`src/rtl/mem_port_arbiter_pkg.sv`:
```
// Shared encodings for the unified-memory port arbiter: FSM states,
// owner codes and the fixed byte-enable pattern used for fetches.
package mem_port_arbiter_pkg;

    typedef enum logic [1:0] {
        ARB_IDLE   = 2'd0,
        ARB_ACCESS = 2'd1,
        ARB_WAIT   = 2'd2,
        ARB_RESP   = 2'd3
    } arb_state_t;

    localparam logic ARB_OWN_IF = 1'b0;
    localparam logic ARB_OWN_DM = 1'b1;

    // Fetches always read the full word.
    localparam logic [3:0] ARB_SEL_ALL = 4'hF;

endpackage

```
`src/rtl/mem_port_arbiter_if.sv`:
```
// Bus bundle between the fetch/data requesters, the arbiter and the memory.
// Handshake: a requester raises req with its payload and holds both stable
// until it sees gnt (a one-cycle pulse meaning the payload was captured);
// it may then drop req or present its next request. done is a one-cycle
// pulse marking completion; rdata is valid while done is high and holds
// afterwards. The memory side has no back-pressure: mem_en is a strobe.
// modport slave  : the arbiter's view.
// modport master : the view of the requesters plus memory (e.g. a bench).
interface mem_port_arbiter_if #(
    parameter int ADDR_W = 32,
    parameter int DATA_W = 32
);
    logic              if_req;
    logic [ADDR_W-1:0] if_addr;
    logic              if_gnt;
    logic              if_done;
    logic [DATA_W-1:0] if_rdata;

    logic              dm_req;
    logic              dm_we;
    logic [3:0]        dm_sel;
    logic [ADDR_W-1:0] dm_addr;
    logic [DATA_W-1:0] dm_wdata;
    logic              dm_gnt;
    logic              dm_done;
    logic [DATA_W-1:0] dm_rdata;

    logic              mem_en;
    logic              mem_we;
    logic [3:0]        mem_sel;
    logic [ADDR_W-1:0] mem_addr;
    logic [DATA_W-1:0] mem_wdata;
    logic [DATA_W-1:0] mem_rdata;

    modport slave (
        input  if_req, if_addr,
        output if_gnt, if_done, if_rdata,
        input  dm_req, dm_we, dm_sel, dm_addr, dm_wdata,
        output dm_gnt, dm_done, dm_rdata,
        output mem_en, mem_we, mem_sel, mem_addr, mem_wdata,
        input  mem_rdata
    );

    modport master (
        output if_req, if_addr,
        input  if_gnt, if_done, if_rdata,
        output dm_req, dm_we, dm_sel, dm_addr, dm_wdata,
        input  dm_gnt, dm_done, dm_rdata,
        input  mem_en, mem_we, mem_sel, mem_addr, mem_wdata,
        output mem_rdata
    );
endinterface

```
`src/rtl/mem_port_arbiter_starve_ctr.sv`:
```
// arb_starve_ctr: saturating 4-bit count of consecutive contested DM wins.
// Any IF win clears it; uncontested DM wins leave it alone. at_limit tells
// the arbiter to hand the next contested slot to the fetch port.
module arb_starve_ctr #(
    parameter int LIMIT = 4
) (
    input  logic clk,
    input  logic reset,
    input  logic grant_dm,
    input  logic grant_if,
    input  logic contested,
    output logic at_limit
);
    localparam logic [3:0] LIM = 4'(LIMIT);

    logic [3:0] cnt;

    // Count contested DM wins, clear on fetch wins, saturate at the limit.
    always_ff @(posedge clk or negedge reset) begin
        if (!reset) begin
            cnt <= 4'd0;
        end else if (grant_if) begin
            cnt <= 4'd0;
        end else if (grant_dm && contested && (cnt != LIM)) begin
            cnt <= cnt + 4'd1;
        end
    end

    assign at_limit = (cnt == LIM);
endmodule

```
`src/rtl/mem_port_arbiter.sv`:
```
// mem_port_arbiter: shares one single-port memory between instruction fetch
// and data access. Fixed-latency FSM: IDLE -> ACCESS (1) -> WAIT (MEM_LAT)
// -> RESP (1), with a new winner sampled in IDLE or RESP. DM has priority;
// the starvation counter forces an IF win after STARVE_LIMIT contested DM
// wins. Optional performance counters under `MEM_ARB_PERF_EN`.
module mem_port_arbiter
    import mem_port_arbiter_pkg::*;
#(
    parameter int ADDR_W       = 32,
    parameter int DATA_W       = 32,
    parameter int MEM_LAT      = 1,
    parameter int STARVE_LIMIT = 4
) (
    input  logic                  clk,
    input  logic                  reset,
    mem_port_arbiter_if.slave     bus,
    output logic                  busy,
    output logic [1:0]            dbg_state
`ifdef MEM_ARB_PERF_EN
    ,
    output logic [31:0]           perf_if_grants,
    output logic [31:0]           perf_dm_grants,
    output logic [31:0]           perf_stall_cycles
`endif
);
    localparam logic [2:0] WAIT_LOAD = 3'(MEM_LAT - 1);

    arb_state_t        state, state_nxt;
    logic              owner;
    logic              lat_we;
    logic [3:0]        lat_sel;
    logic [ADDR_W-1:0] lat_addr;
    logic [DATA_W-1:0] lat_wdata;
    logic [2:0]        wait_cnt;
    logic [DATA_W-1:0] if_rdata_q;
    logic [DATA_W-1:0] dm_rdata_q;

    logic sample, contested, pick_if, at_limit, last_wait;
    logic if_gnt_w, dm_gnt_w;

    // Requests only matter in IDLE/RESP; req level elsewhere is ignored.
    assign sample    = ((state == ARB_IDLE) || (state == ARB_RESP)) &&
                       (bus.if_req || bus.dm_req);
    assign contested = bus.if_req && bus.dm_req;
    assign pick_if   = bus.if_req && (!bus.dm_req || at_limit);
    assign last_wait = (state == ARB_WAIT) && (wait_cnt == 3'd0);

    arb_starve_ctr #(.LIMIT(STARVE_LIMIT)) u_starve (
        .clk       (clk),
        .reset     (reset),
        .grant_dm  (sample && !pick_if),
        .grant_if  (sample && pick_if),
        .contested (contested),
        .at_limit  (at_limit)
    );

    // State register.
    always_ff @(posedge clk or negedge reset) begin
        if (!reset) state <= ARB_IDLE;
        else        state <= state_nxt;
    end

    // Next-state: fixed ACCESS/WAIT/RESP sequence, resample at RESP.
    always_comb begin
        state_nxt = state;
        case (state)
            ARB_IDLE, ARB_RESP: state_nxt = sample ? ARB_ACCESS : ARB_IDLE;
            ARB_ACCESS:         state_nxt = ARB_WAIT;
            ARB_WAIT:           if (wait_cnt == 3'd0) state_nxt = ARB_RESP;
            default:            state_nxt = ARB_IDLE;
        endcase
    end

    // Latch the winner's payload; it keeps driving mem_* until the next win.
    always_ff @(posedge clk or negedge reset) begin
        if (!reset) begin
            owner     <= ARB_OWN_IF;
            lat_we    <= 1'b0;
            lat_sel   <= 4'd0;
            lat_addr  <= '0;
            lat_wdata <= '0;
        end else if (sample) begin
            owner     <= pick_if ? ARB_OWN_IF : ARB_OWN_DM;
            lat_we    <= pick_if ? 1'b0 : bus.dm_we;
            lat_sel   <= pick_if ? ARB_SEL_ALL : bus.dm_sel;
            lat_addr  <= pick_if ? bus.if_addr : bus.dm_addr;
            lat_wdata <= pick_if ? '0 : bus.dm_wdata;
        end
    end

    // Memory latency down-counter, loaded during ACCESS.
    always_ff @(posedge clk or negedge reset) begin
        if (!reset) begin
            wait_cnt <= 3'd0;
        end else if (state == ARB_ACCESS) begin
            wait_cnt <= WAIT_LOAD;
        end else if ((state == ARB_WAIT) && (wait_cnt != 3'd0)) begin
            wait_cnt <= wait_cnt - 3'd1;
        end
    end

    // Capture read data into the owner's register on the final WAIT edge.
    always_ff @(posedge clk or negedge reset) begin
        if (!reset) begin
            if_rdata_q <= '0;
            dm_rdata_q <= '0;
        end else if (last_wait) begin
            if (owner == ARB_OWN_IF) if_rdata_q <= bus.mem_rdata;
            else                     dm_rdata_q <= lat_we ? '0 : bus.mem_rdata;
        end
    end

    assign if_gnt_w      = (state == ARB_ACCESS) && (owner == ARB_OWN_IF);
    assign dm_gnt_w      = (state == ARB_ACCESS) && (owner == ARB_OWN_DM);
    assign bus.if_gnt    = if_gnt_w;
    assign bus.dm_gnt    = dm_gnt_w;
    assign bus.if_done   = (state == ARB_RESP) && (owner == ARB_OWN_IF);
    assign bus.dm_done   = (state == ARB_RESP) && (owner == ARB_OWN_DM);
    assign bus.if_rdata  = if_rdata_q;
    assign bus.dm_rdata  = dm_rdata_q;
    assign bus.mem_en    = (state == ARB_ACCESS);
    assign bus.mem_we    = (state == ARB_ACCESS) && lat_we;
    assign bus.mem_sel   = lat_sel;
    assign bus.mem_addr  = lat_addr;
    assign bus.mem_wdata = lat_wdata;
    assign busy          = (state != ARB_IDLE);
    assign dbg_state     = state;

`ifdef MEM_ARB_PERF_EN
    // Grant and stall counters; wrap naturally at 2^32.
    always_ff @(posedge clk or negedge reset) begin
        if (!reset) begin
            perf_if_grants    <= 32'd0;
            perf_dm_grants    <= 32'd0;
            perf_stall_cycles <= 32'd0;
        end else begin
            if (if_gnt_w) perf_if_grants <= perf_if_grants + 32'd1;
            if (dm_gnt_w) perf_dm_grants <= perf_dm_grants + 32'd1;
            if ((bus.if_req || bus.dm_req) && !(if_gnt_w || dm_gnt_w))
                perf_stall_cycles <= perf_stall_cycles + 32'd1;
        end
    end
`endif
endmodule

```
`src/flat_wrapper.sv`:
```
// flat-port wrapper written by rule: the top's interface ports become plain ports
module mem_port_arbiter_flat import mem_port_arbiter_pkg::*;
#(
    parameter int ADDR_W       = 32,
    parameter int DATA_W       = 32,
    parameter int MEM_LAT      = 1,
    parameter int STARVE_LIMIT = 4
)
  (clk, reset, busy, dbg_state, bus_if_req, bus_if_addr, bus_if_gnt, bus_if_done, bus_if_rdata, bus_dm_req, bus_dm_we, bus_dm_sel, bus_dm_addr, bus_dm_wdata, bus_dm_gnt, bus_dm_done, bus_dm_rdata, bus_mem_en, bus_mem_we, bus_mem_sel, bus_mem_addr, bus_mem_wdata, bus_mem_rdata);
  mem_port_arbiter_if #(.ADDR_W(ADDR_W), .DATA_W(DATA_W)) bus_i ();
  input  logic clk;
  input  logic reset;
  output logic busy;
  output logic [1:0] dbg_state;
  input wire logic [$bits(bus_i.if_req)-1:0] bus_if_req;
  input wire logic [$bits(bus_i.if_addr)-1:0] bus_if_addr;
  output wire logic [$bits(bus_i.if_gnt)-1:0] bus_if_gnt;
  output wire logic [$bits(bus_i.if_done)-1:0] bus_if_done;
  output wire logic [$bits(bus_i.if_rdata)-1:0] bus_if_rdata;
  input wire logic [$bits(bus_i.dm_req)-1:0] bus_dm_req;
  input wire logic [$bits(bus_i.dm_we)-1:0] bus_dm_we;
  input wire logic [$bits(bus_i.dm_sel)-1:0] bus_dm_sel;
  input wire logic [$bits(bus_i.dm_addr)-1:0] bus_dm_addr;
  input wire logic [$bits(bus_i.dm_wdata)-1:0] bus_dm_wdata;
  output wire logic [$bits(bus_i.dm_gnt)-1:0] bus_dm_gnt;
  output wire logic [$bits(bus_i.dm_done)-1:0] bus_dm_done;
  output wire logic [$bits(bus_i.dm_rdata)-1:0] bus_dm_rdata;
  output wire logic [$bits(bus_i.mem_en)-1:0] bus_mem_en;
  output wire logic [$bits(bus_i.mem_we)-1:0] bus_mem_we;
  output wire logic [$bits(bus_i.mem_sel)-1:0] bus_mem_sel;
  output wire logic [$bits(bus_i.mem_addr)-1:0] bus_mem_addr;
  output wire logic [$bits(bus_i.mem_wdata)-1:0] bus_mem_wdata;
  input wire logic [$bits(bus_i.mem_rdata)-1:0] bus_mem_rdata;
  assign bus_i.if_req = bus_if_req;
  assign bus_i.if_addr = bus_if_addr;
  assign bus_if_gnt = bus_i.if_gnt;
  assign bus_if_done = bus_i.if_done;
  assign bus_if_rdata = bus_i.if_rdata;
  assign bus_i.dm_req = bus_dm_req;
  assign bus_i.dm_we = bus_dm_we;
  assign bus_i.dm_sel = bus_dm_sel;
  assign bus_i.dm_addr = bus_dm_addr;
  assign bus_i.dm_wdata = bus_dm_wdata;
  assign bus_dm_gnt = bus_i.dm_gnt;
  assign bus_dm_done = bus_i.dm_done;
  assign bus_dm_rdata = bus_i.dm_rdata;
  assign bus_mem_en = bus_i.mem_en;
  assign bus_mem_we = bus_i.mem_we;
  assign bus_mem_sel = bus_i.mem_sel;
  assign bus_mem_addr = bus_i.mem_addr;
  assign bus_mem_wdata = bus_i.mem_wdata;
  assign bus_i.mem_rdata = bus_mem_rdata;
  mem_port_arbiter #(.ADDR_W(ADDR_W), .DATA_W(DATA_W), .MEM_LAT(MEM_LAT), .STARVE_LIMIT(STARVE_LIMIT)) u_core (.clk(clk), .reset(reset), .bus(bus_i), .busy(busy), .dbg_state(dbg_state));
endmodule
```
`config.mk`:
```
export PLATFORM = sky130hd
export DESIGN_NAME = mem_port_arbiter_flat
export DESIGN_NICKNAME = d
export VERILOG_FILES = /design/src/rtl/mem_port_arbiter_pkg.sv /design/src/rtl/mem_port_arbiter_if.sv /design/src/rtl/mem_port_arbiter_starve_ctr.sv /design/src/rtl/mem_port_arbiter.sv /design/src/flat_wrapper.sv
export SDC_FILE = /design/constraint.sdc
export NUM_CORES = 1
export LEC_CHECK = 0
export ABC_AREA = 1
export CAP_MARGIN = 20
export CORE_MARGIN = 5
export CORE_UTILIZATION = 38
export DETAILED_ROUTE_END_ITERATION = 10
export GPL_TIMING_DRIVEN = 0
export PLACE_DENSITY = 0.83
export SKIP_CTS_REPAIR_TIMING = 1
export SKIP_LAST_GASP = 1
export SLEW_MARGIN = 20
export SYNTH_ARGS = -nofsm -noshare
export SYNTH_HDL_FRONTEND = slang
export SYNTH_SLANG_ARGS = --single-unit
```
`constraint.sdc`:
```
create_clock -name clk -period 1.6 [get_ports clk]
set_clock_uncertainty 0.1 [all_clocks]
set_input_delay 0.24 -clock clk [delete_from_list [all_inputs] [get_ports clk]]
set_output_delay 0.24 -clock clk [all_outputs]
set_load 0.05 [all_outputs]
```
* Word-level counts from Yosys, hierarchy flattened
Index checks and enable logic that the tools add are counted.
Cells by class: add/sub/neg operators 2, equality and inequality tests 6, multiplexer cells 13, bitwise gates (word level) 1, reductions and logical operators 28
Operators with widths (number):
- two-way mux 32 bit | 3
- logical AND 1 bit | 14
- two-way mux 4 bit | 3
- two-way mux 3 bit | 2
- case mux 2 bit (3 select lines) | 1
- nonzero test 2 bit | 3
- adder 4 x 1 -> 4 bit, second input constant | 1
- == test 2 bit, second input constant | 2
- == test 4 x 3 -> 1 bit, second input constant | 1
- != test 4 x 3 -> 1 bit, second input constant | 1
- AND reduction 2 bit | 2
- logical NOT 3 bit | 1
- logical OR 1 bit | 3
- two-way mux 1 bit | 3
- nonzero test 3 bit | 1
- subtractor 3 x 1 -> 3 bit, second input constant | 1
- == test 2 x 1 -> 1 bit, second input constant | 1
- logical NOT 1 bit | 2
- logical NOT 2 bit | 1
- two-way mux 2 bit | 1
- != test 2 x 1 -> 1 bit, second input constant | 1
- OR reduction 2 bit | 1
- NOT 1 bit | 1
Word-level totals: register bits after elaboration 143, input bits 137, output and inout bits 141, logic and storage cells 60

* Longest topological paths before layout
Gate-level depths: netlist (run 1).
word-level depth 9, depth in mapped cells 9, gate-level depth less buffers 8

* By module
Synthesis (run 1) repeated with hierarchy kept, for this count alone.
Unflattened totals: cell total of the unflattened synthesis 719, area, all modules 6271.0 um^2
Modules (own cells, without submodules):
- mem_port_arbiter | times used 1, cells each 687, area an instance 6022.0 um^2, sequential area each 3478.3 um^2
- arb_starve_ctr | times used 1, cells each 32, area an instance 249.0 um^2, sequential area each 100.1 um^2

* Least setup slack after synthesis (run 1)
Ideal clock, no wire load.
path kind register to output, start point reg u_core.state[0], in the netlist u_core.dbg_state[0], end point out bus_if_gnt, arrival time 2.061 ns, data required time 1.260 ns, slack -0.801 ns, cell stages (with the launch flop) 4, buffers on the path 0, cells stage by stage dfrtp_1 ha_1 inv_1 nor2_1
On the way: word-level cells in the longest chain between the ends 2
RTL lines:
- from (decl) | RTL line mem_port_arbiter.sv:28 | arb_state_t state, state_nxt;
- from (signal assigned) | RTL line mem_port_arbiter.sv:60 | else state <= state_nxt;
- == test 2 x 1 -> 1 bit
- net bus_mem_en | RTL line flat_wrapper.sv:28 | output wire logic [$bits(bus_i.mem_en)-1:0] bus_mem_en;
- logical AND 1 bit | RTL line mem_port_arbiter.sv:113 | assign if_gnt_w = (state == ARB_ACCESS) && (owner == ARB_OWN_IF);
- to (decl) | RTL line flat_wrapper.sv:17 | output wire logic [$bits(bus_i.if_gnt)-1:0] bus_if_gnt;
The timed path passes the listed nets, and every way through them passes these cells.

* Worst setup path in the final report (run 1)
start point reg u_core.state[1], in the netlist u_core.dbg_state[1], end point out bus_mem_we
On the way: word-level cells in the longest chain between the ends 2
RTL lines:
- == test 2 x 1 -> 1 bit | RTL line mem_port_arbiter.sv:122 | assign bus.mem_we = (state == ARB_ACCESS) && lat_we;
- logical AND 1 bit | RTL line mem_port_arbiter.sv:122
- to (decl) | RTL line flat_wrapper.sv:29 | output wire logic [$bits(bus_i.mem_we)-1:0] bus_mem_we;
No other way between the ends.

==> results of run 1 <==
[layer usage]
| layer | GRT usage | vias to the layer above |
|---|---|---|
| li1 | - | 2993 |
| met1 | 0.257 | 3245 |
| met2 | 0.356 | 347 |
| met3 | 0.0783 | 63 |
| met4 | 0.0627 | 0 |
| met5 | 0 | - |
[cell families (layout without fill, tap and decap cells)]
logic type | after synthesis | count (layout) | synth area share
flops | 143 | 143 | 0.587
compound gates | 75 | 76 | 0.0641
fa+ha+maj | 8 | 8 | 0.0164
buf+inv | 103 | 466 | 0.0667
xor+xnor | 2 | 2 | 0.00287
simple gates | 365 | 366 | 0.263
[sequential cells by signal, summed over array words and instances, names as in the netlist]
name and flops:
u_core.bus.dm_rdata 32, u_core.wait_cnt 3, u_core.bus.mem_sel 4, u_core.u_starve.cnt 4, u_core.owner 1, u_core.bus.mem_addr 32, u_core.lat_we 1, u_core.bus.mem_wdata 32
u_core.bus.if_rdata 32, u_core.dbg_state 2
[worst min-delay path: cells and delay by family]
family | cells | cell delay, ns
AND/OR/NAND/NOR | 2 | 0.12
buffers and inverters | 1 | 0.40
[cells in the final DEF, fill, tap and decap left out, drive strengths merged]
cell	Yosys	final
nor2	8	9
nor3	1	1
bufinv	0	2
dlymetal6s2s	0	108
xor2	2	2
inv	57	57
a211oi	2	2
buf	14	78
clkdlybuf4s50	0	135
o221ai	1	1
clkinvlp	0	7
clkinv	0	5
nand2	187	187
a22oi	1	1
dfrtp	143	143
dlygate4sd3	0	1
ha	8	8
o21ai	71	72
clkbuf	32	73
nand4	1	1
nand3	168	168
[cell usage after synthesis]
master and count:
o21ai_0 67, nor2_2 1, buf_2 10, ha_1 8, buf_1 3, nand4_1 1, o21ai_1 3, buf_6 1
inv_2 2, clkbuf_1 32, nor3_2 1, xor2_1 2, o221ai_1 1, o21ai_2 1, a211oi_1 2, nand2_2 2
a22oi_1 1, dfrtp_1 143, nand3_2 1, inv_1 55, nor2_1 7, nand2_1 185, nand3_1 167
[report_power, final]
| group | leakage, nW | internal (mW) | total [mW] | switching, mW |
|---|---|---|---|---|
| Sequential | 1.78 | 5.32 | 6.30 | 0.980 |
| Combinational | 4.63 | 6.99 | 19.0 | 12.0 |
| Clock | 0.266 | 2.30 | 3.91 | 1.61 |
[final timing paths]
path	slack (ns)	cells past startpoint	end
max in group asynchronous	0.32	3	u_core.dbg_state[1]$_DFFE_PN0N_
min in group asynchronous	0.29	2	u_core.bus.if_rdata[16]$_DFFE_PN0P_
hold / removal	0.28	3	u_core.bus.mem_wdata[31]$_DFFE_PN0N_
setup / recovery	-0.28	5	bus_mem_we
hold reg to reg	0.37	2	u_core.bus.mem_wdata[22]$_DFFE_PN0N_
setup reg to reg	-0.25	9	u_core.bus.mem_addr[16]$_DFFE_PN0N_
[final cells by class]
| type | instances | area (um^2) | area share |
|---|---|---|---|
| Tap cell | 216 | 270 | 0.0231 |
| Clock buffer | 19 | 433 | 0.0369 |
| Buffer | 45 | 423 | 0.0361 |
| Multi-Input combinational cell | 452 | 2930 | 0.250 |
| Clock inverter | 13 | 139 | 0.0118 |
| Inverter | 57 | 234 | 0.0200 |
| Timing Repair inverter | 1 | 11.3 | 0.000961 |
| Sequential cell | 143 | 3580 | 0.306 |
| Timing Repair Buffer | 331 | 3700 | 0.315 |
[per-stage QoR]
stage | total power, mW | TNS [ns]
global placement | 20.9 | -844.33
finish | 29.2 | -15.76
detailed placement | 21.2 | -36.45
global route | 30.5 | -25.52
CTS | 25.2 | -82.89
floorplan | 15.8 | -8.68
==> impl_results.md, run 1 <==
- Outcome: finished with violations
- Failing checks: setup timing
- Post-synth top area cell: dfrtp_1
- I/O Pins: 278
- Yosys warns: 0
- Min Tclk post-route: roughly 1.9 ns
- Clk_lat worst skew: between 0.4 and 0.5 ns
- CTS tree: yes
- DRT antenna net count: 0
- Htree depth: 4
- Power density cells: 2490 nW/um^2
- Antenna cells: 0
- Synth top area share: 0.587
- Root Buffer: clkbuf_16
- Crit path capture type: output pin
- WL/cell: about 19 um
- Synth top area cells: dfrtp_1 59%, nand3_1 14%, nand2_1 11%
- Worst setup SP type: register
- Final period util: 1.18
- DP Cell Count: 1190
- WL met2: 12500 um
- Port Buf Inserts: 277
- Vias per cell: 5.21
- Leak Pwr: approximately 6.7 nW
- Distinct cells, synth: 23
- Maxcap violations: 0
- Design Area, Final: roughly 12000 um^2
- Largest net degree at the start of global routing: 74
- CP Buf/Inv Count: 3
- Cell Count, Final, Fillers Out: 1277
- WS Path Type: reg -> out
- Synthesized cell area: 6090 um^2
- Total Routed Length: roughly 25000 um
- Fill cells: 995
- Net count, final: 1193
- Clock slew at reported path FFs: 0.06 ns
- RSZ-0062 raised after global routing: yes
- Die Height: around 140 um
- GRT Overall Usage: 0.213
- Crit-path max cell delay: roughly 0.44 ns
- Post-synth net total: 841
- Metal3 WL: 2380 um
- Synthesis-stage register bit count: 143
- Core area: 15800 um^2
- Crit-path slowest cell: dfrtp_2
- Worst hold slack: 0.280 ns
- Fmax: 531 MHz
- P&R area growth vs syn: 92.3%
- Share of cells above drive strength 1: 0.300
- Gate Count Post-Synth: 696
- Final hold viol count: 0
- DRC Markers: 0
- Post-DP HPWL: roughly 15000 um
- Starting density of the core: 0.385
- Worst Tran Pin Value: 0.722 ns
- Cell family with most CP delay: flip-flops
- First-pass GRT wire length: 31000 um
- Die X-Extent: 137 um
- DP Area: a little over 9000 um^2
- Final setup viols: 112
- Seq/Total Area, Yosys: 0.587
- Final worst slack: -0.282 ns
- Hold path startpoint: bus_dm_wdata[31]
- Antenna violations before repair: 0
- Worst Hold Class: in -> reg
- Max clock buf depth: 2
- DR iter-0 viols: 348
- 1st-pass router iterations: 6
- Via count: 6648
- Critical path arrival: 1.54 ns
- RePlAce Congestion: 0.806
- Crit path cell chain: inv_4 -> ha_4 -> nand2_1 -> clkinvlp_4 -> clkbuf_4
- Final Util: 0.741
- CTS Buf Count: 17
- Sink Count: 143
- Avg Cell Area, Syn: 8.76 um^2
- Slew Limit Fails: 0
- Uppermost routed layer: met4
- Total die area: 18700 um^2
- Slew HR: 0.519
- Vias in the first global route: 6017
- Critical R2R Launch: u_core.dbg_state[0]$_DFFE_PN0N_
- CP required: 1.26 ns
- VDD IR max: ~0.0016 V
- WL met1: about 9000 um
- Total grt overflow: 0
- CP Launch Point: u_core.dbg_state[1]$_DFFE_PN0N_
- Crit path max fanout: 7
- Dpl ws: -0.535 ns
- Site Rows: between 40 and 50
Power figures use the tool's default switching activity.
==> run 2, diff against run 1 <==
--- a/config.mk
+++ b/config.mk
@@ -10,7 +10,9 @@
 export CORE_MARGIN = 5
 export CORE_UTILIZATION = 38
 export DETAILED_ROUTE_END_ITERATION = 10
+export GPL_ROUTABILITY_DRIVEN = 1
 export GPL_TIMING_DRIVEN = 0
+export MAX_ROUTING_LAYER = met4
 export PLACE_DENSITY = 0.83
 export SKIP_CTS_REPAIR_TIMING = 1
 export SKIP_LAST_GASP = 1
==> impl_results.md, run 2 (synthesis gave the netlist of run 1 again) <==
- Total grt overflow: 0 (unchanged)
- DRC Markers: 0 (unchanged)
- Final period util: 1.18 (about the same)
- Worst setup SP type: register (unchanged)
- Slew Limit Fails: 0 (unchanged)
- Clock slew at reported path FFs: 0.06 ns (about the same)
- Final hold viol count: 0 (unchanged)
- Crit-path max cell delay: 0.44 ns (about the same)
- Cell Count, Final, Fillers Out: 1271 (was 1277)
- Starting density of the core: 0.385 (unchanged)
- DR iter-0 viols: 399 (was 348)
- CTS Buf Count: 17 (unchanged)
- Root Buffer: clkbuf_16 (unchanged)
- Maxcap violations: 0 (unchanged)
- Via count: 6653 (was 6648)
- Min Tclk post-route: 1.89 ns (was 1.88 ns)
- Crit path capture type: output pin (unchanged)
- Die Height: 137 um (unchanged)
- Final setup viols: 115 (was 112)
- DP Area: 9240 um^2 (unchanged)
- Worst Hold Class: in -> async (was in -> reg)
- Clk network pwr share: 0.135 (was 0.134)
- Net count, final: 1187 (was 1193)
- RSZ-0062 raised after global routing: yes (unchanged)
- Port Buf Inserts: 277 (unchanged)
- Leak Pwr: 6.63 nW (was 6.67 nW)
- RePlAce Congestion: 0.817 (was 0.806)
- Max clock buf depth: 2 (unchanged)
- Total die area: 18700 um^2 (unchanged)
- DP Cell Count: 1190 (unchanged)
- Die X-Extent: 137 um (unchanged)
- Antenna violations before repair: 0 (unchanged)
- Fmax: 530 MHz (was 531 MHz)
- P&R area growth vs syn: 91.1% (was 92.3%)
- Slew HR: 0.516 (was 0.519)
- Post-DP HPWL: 15100 um (unchanged)
- Critical path arrival: 1.55 ns (was 1.54 ns)
- Share of cells above drive strength 1: 0.296 (was 0.300)
- Failing checks: setup timing (unchanged)
- Power density cells: 2490 nW/um^2 (about the same)
- Worst Tran Pin Value: 0.726 ns (was 0.722 ns)
- Commonest non-fill, non-tap cell in the layout: nand2_1 (unchanged)
- Fin Setup TNS: -14.73 ns (was -15.76 ns)
- Final worst slack: -0.286 ns (was -0.282 ns)
- Crit-path slowest cell: dfrtp_2 (unchanged)
- VDD IR max: 0.00164 V (was 0.00160 V)
- Crit path max fanout: 7 (unchanged)
- Core area: 15800 um^2 (unchanged)
- 1st-pass router iterations: 4 (was 6)
- Htree depth: 4 (unchanged)
- Antenna cells: 0 (unchanged)
- Comb power frac: 0.647 (was 0.650)
- Total Routed Length: 24700 um (about the same)
- Vias per cell: 5.23 (was 5.21)
- Most frequent cells in the layout: 172 x nand2_1, 140 x dfrtp_1, 135 x clkdlybuf4s50_1, 110 x dlymetal6s2s_1, 106 x nand3_2 (was 169 x nand2_1, 141 x dfrtp_1, 135 x clkdlybuf4s50_1, 108 x dlymetal6s2s_1, 105 x nand3_2)
- Reg power frac: 0.218 (was 0.216)
- Site Rows: 46 (unchanged)
- Largest net degree at the start of global routing: 74 (unchanged)
- First-pass GRT wire length: 30900 um (was 31000 um)
- DRT antenna net count: 0 (unchanged)
- CTS tree: yes (unchanged)
- Sink Count: 143 (unchanged)
- GRT Overall Usage: 0.219 (was 0.213)
- WL/cell: 19.4 um (was 19.3 um)
- CP required: 1.26 ns (about the same)
- Vias in the first global route: 6043 (was 6017)
- Sw Pwr: 14.5 mW (was 14.6 mW)
- Outcome: finished with violations (unchanged)
- Cell Int Power: 14.5 mW (was 14.6 mW)
- I/O Pins: 278 (unchanged)
- Switch share: 0.501 (was 0.499)
- Worst R2R Setup Slack: -0.24 ns (was -0.25 ns)
- Design Area, Final: 11600 um^2 (was 11700 um^2)
- Clk_lat worst skew: 0.42 ns (was 0.41 ns)
- WS Path Type: reg -> out (unchanged)
- Crit path cell chain: inv_4 -> ha_4 -> nand2_1 -> clkinvlp_4 -> clkbuf_4 (unchanged)
==> run 2: cell count changes in the layout (fill, tap and decap cells not counted), moves of 2 or more <==
cell	delta
buf_8	+5
buf_12	-2
buf_4	-2
nand2_2	-3
buf_6	-8
o21ai_1	-3
dlymetal6s2s_1	+2
o21ai_2	+2
nand3_4	-2
nand2_1	+3
==> run 2: power groups by stage <==
| stage | clock [mW] | combinational (mW) | sequential (mW) |
|---|---|---|---|
| after detailed placement | 0 | 14.9 | 6.30 |
| final | 3.90 | 18.8 | 6.31 |
| after global placement | 0 | 14.7 | 6.27 |
| after global routing | 4.11 | 19.7 | 6.49 |
| after floorplan | 0 | 4.13 | 11.7 |
| after CTS | 3.96 | 14.9 | 6.28 |
==> run 2: path summary, 6_finish.rpt <==
check                                                          start                                   end  cells past startpoint
worst max-delay path                 u_core.dbg_state[1]$_DFFE_PN0N_                            bus_mem_we                      5
worst min-delay path                                           reset   u_core.bus.if_rdata[16]$_DFFE_PN0P_                      2
worst max register to register       u_core.dbg_state[0]$_DFFE_PN0N_   u_core.bus.mem_addr[19]$_DFFE_PN0N_                      8
worst min register to register  u_core.bus.mem_wdata[10]$_DFFE_PN0N_  u_core.bus.mem_wdata[10]$_DFFE_PN0N_                      2
max in group asynchronous                                      reset       u_core.dbg_state[1]$_DFFE_PN0N_                      3
min in group clk                                    bus_dm_wdata[31]  u_core.bus.mem_wdata[31]$_DFFE_PN0N_                      3
==> run 2: stage by stage <==
| step | util | hold WS [ns] | power, mW | setup slack, ns |
|---|---|---|---|---|
| 5_1_grt | 0.736 | 0.274 | 30.3 | -0.355 |
| 2_1_floorplan | - | -0.156 | 15.8 | -0.157 |
| 4_1_cts | 0.620 | -0.307 | 25.2 | -0.998 |
| 6_report | 0.736 | 0.275 | 29.0 | -0.286 |
| 3_3_place_gp | 0.582 | 0.361 | 20.9 | -6.22 |
| 3_5_place_dp | 0.584 | 0.143 | 21.2 | -0.535 |
==> run 2: layout make-up <==
type,instances,area (um^2)
tap,216,270
fill,994,4180
timing repair inverter,2,22.5
clock inverter,13,139
timing repair buffer,325,3630
inverter,57,238
buffer,44,419
clock buffer,19,433
multi-input combinational,452,2920
sequential,143,3580
==> run 2: routing by layer <==
| layer | up-vias | share of wire | GRT usage |
|---|---|---|---|
| met5 | - | 0 | - |
| met1 | 3231 | 0.37 | 0.269 |
| met2 | 378 | 0.51 | 0.356 |
| met3 | 71 | 0.085 | 0.0585 |
| li1 | 2973 | - | - |
| met4 | 0 | 0.030 | 0.0627 |
==> run 2: worst max-delay path: cells and delay by family (launching register included) <==
| kind | cells | cell delay [ns] |
|---|---|---|
| adders and majority gates | 1 | 0.20 |
| buffers and inverters | 3 | 0.38 |
| DFF | 1 | 0.44 |
| and+or+nand+nor | 1 | 0.10 |
==> run 3, diff against run 2 <==
--- a/config.mk
+++ b/config.mk
@@ -11,7 +11,6 @@
 export CORE_UTILIZATION = 38
 export DETAILED_ROUTE_END_ITERATION = 10
 export GPL_ROUTABILITY_DRIVEN = 1
-export GPL_TIMING_DRIVEN = 0
 export MAX_ROUTING_LAYER = met4
 export PLACE_DENSITY = 0.83
 export SKIP_CTS_REPAIR_TIMING = 1
==> impl_results.md, run 3 (synthesis gave the netlist of run 1 again) <==
- Site Rows: 46 (unchanged)
- CTS tree: yes (unchanged)
- Clk_lat worst skew: 0.42 ns (about the same)
- Die X-Extent: 137 um (unchanged)
- Critical path arrival: 1.48 ns (was 1.55 ns)
- Fmax: 550 MHz (was 530 MHz)
- Multi-input logic area: 2460 um^2 (was 2920 um^2)
- Fill cells: 1134 (was 994)
- Port Buf Inserts: 277 (unchanged)
- DP Area: 9430 um^2 (was 9240 um^2)
- 1st-pass router iterations: 5 (was 4)
- DR iter-0 viols: 414 (was 399)
- Via count: 6339 (was 6653)
- Die Height: 137 um (unchanged)
- Antenna violations before repair: 0 (unchanged)
- Total Routed Length: 22800 um (was 24700 um)
- Cell family with most CP delay: flip-flops (unchanged)
- Final period util: 1.14 (was 1.18)
- Commonest non-fill, non-tap cell in the layout: nand3_1 (was nand2_1)
- Crit path capture type: output pin (unchanged)
- Fin Setup TNS: -7.13 ns (was -14.73 ns)
- Failing checks: setup timing (unchanged)
- Vias in the first global route: 6106 (was 6043)
- Reg area: 3580 um^2 (unchanged)
- Share of cells above drive strength 1: 0.313 (was 0.296)
- Htree depth: 4 (unchanged)
- Slew Limit Fails: 0 (unchanged)
- Crit-path slowest cell: dfrtp_2 (unchanged)
- Cell repeated most along the worst path: inv_2
- Crit path cell chain: inv_2 -> buf_6 -> ha_4 -> inv_2 -> nor2_4 -> buf_12 (was inv_4 -> ha_4 -> nand2_1 -> clkinvlp_4 -> clkbuf_4)
- Leak Pwr: 5.30 nW (was 6.63 nW)
- Final setup viols: 139 (was 115)
- CP required: 1.26 ns (about the same)
- CP Buf/Inv Count: 4 (was 3)
- Net count, final: 1156 (was 1187)
- RSZ-0062 raised after global routing: yes (unchanged)
- Vias per cell: 5.11 (was 5.23)
- Power density cells: 2580 nW/um^2 (was 2490 nW/um^2)
- Core area: 15800 um^2 (unchanged)
- Root Buffer: clkbuf_16 (unchanged)
- Post-DP HPWL: 14300 um (was 15100 um)
- GRT Overall Usage: 0.214 (was 0.219)
- VDD IR max: 0.00124 V (was 0.00164 V)
- Sink Count: 143 (unchanged)
- Worst Hold Class: in -> async (unchanged)
- Antenna cells: 0 (unchanged)
- P&R area growth vs syn: 77.3% (was 91.1%)
- I/O Pins: 278 (unchanged)
- Slew HR: 0.723 (was 0.516)
- Final hold viol count: 0 (unchanged)
- WS Path Type: reg -> out (unchanged)
- Total grt overflow: 0 (unchanged)
- Min Tclk post-route: 1.82 ns (was 1.89 ns)
- DRC Markers: 0 (unchanged)
- Worst setup SP type: register (unchanged)
- Outcome: finished with violations (unchanged)
- Design Area, Final: 10800 um^2 (was 11600 um^2)
- First-pass GRT wire length: 30500 um (was 30900 um)
- Maxcap violations: 0 (unchanged)
- DRT antenna net count: 0 (unchanged)
- Most frequent cells in the layout: 167 x nand3_1, 152 x nand2_1, 143 x buf_4, 140 x dfrtp_1, 135 x clkdlybuf4s50_1 (was 172 x nand2_1, 140 x dfrtp_1, 135 x clkdlybuf4s50_1, 110 x dlymetal6s2s_1, 106 x nand3_2)
- Total die area: 18700 um^2 (unchanged)
- Crit path max fanout: 4 (was 7)
- Worst Tran Pin Value: 0.416 ns (was 0.726 ns)
- Largest net degree at the start of global routing: 53 (was 74)
- Crit-path max cell delay: 0.41 ns (was 0.44 ns)
- Starting density of the core: 0.385 (unchanged)
- Clock slew at reported path FFs: 0.07 ns (was 0.06 ns)
- Final worst slack: -0.218 ns (was -0.286 ns)
- CTS Buf Count: 17 (unchanged)
- Max clock buf depth: 2 (unchanged)
- WL/cell: 18.4 um (was 19.4 um)
- Final Util: 0.683 (was 0.736)
- RePlAce Congestion: 0.795 (was 0.817)
run 3: report_power, final:
| group | internal, mW | switching [mW] |
|---|---|---|
| registers | 5.33 | 1.25 |
| clock network | 2.57 | 1.67 |
| logic | 6.18 | 10.9 |
run 3: worst register-to-register path, cell delays in order (launching register included):
cell and delay [ns]:
dfrtp_2 0.37, buf_6 0.11, buf_4 0.13, ha_4 0.19, nand2_4 0.09, nor2_4 0.25, clkbuf_16 0.22, nand3_1 0.09
nand2_1 0.08
run 3: final timing paths:
check	cells after the start	slack, ns	start	end
worst max-delay path	6	-0.22	u_core.dbg_state[1]$_DFFE_PN0N_	bus_if_gnt
min in group clk	3	0.27	bus_dm_wdata[21]	u_core.bus.mem_wdata[21]$_DFFE_PN0N_
worst min-delay path	2	0.21	reset	u_core.bus.if_rdata[21]$_DFFE_PN0P_
worst min register to register	2	0.38	u_core.bus.mem_wdata[11]$_DFFE_PN0N_	u_core.bus.mem_wdata[11]$_DFFE_PN0N_
worst max register to register	8	-0.09	u_core.dbg_state[1]$_DFFE_PN0N_	u_core.bus.dm_rdata[18]$_DFFE_PN0P_
max in group asynchronous	3	0.63	reset	u_core.bus.mem_addr[19]$_DFFE_PN0N_
run 3: area by class of cell:
class | count | share of cell area
Multi-Input combinational cell | 451 | 0.228
Sequential cell | 143 | 0.332
Clock buffer | 19 | 0.0419
Timing Repair Buffer | 341 | 0.337
Clock inverter | 13 | 0.0161
Inverter | 57 | 0.0211
Tap cell | 216 | 0.0250
run 3: metal layers:
metal  share of wire  vias to the layer above  GRT usage
met4           0.031                        0     0.0750
met1            0.38                     3029      0.256
met2            0.50                      337      0.350
met3           0.089                       56     0.0577
li1                -                     2917          -
met5               0                        -          -
run 3: through the flow:
| stage | setup slack [ns] | instances | hold slack (ns) | power (mW) |
|---|---|---|---|---|
| final | -0.218 | 1240 | 0.212 | 27.9 |
| after global routing | -0.273 | 1240 | 0.230 | 29.3 |
| after CTS | -0.336 | 1215 | -0.361 | 26.3 |
| after detailed placement | -0.241 | 1183 | 0.0897 | 22.0 |
| after global placement | -0.161 | 1183 | 0.0912 | 21.6 |
| after floorplan | -0.157 | 696 | -0.156 | 15.8 |
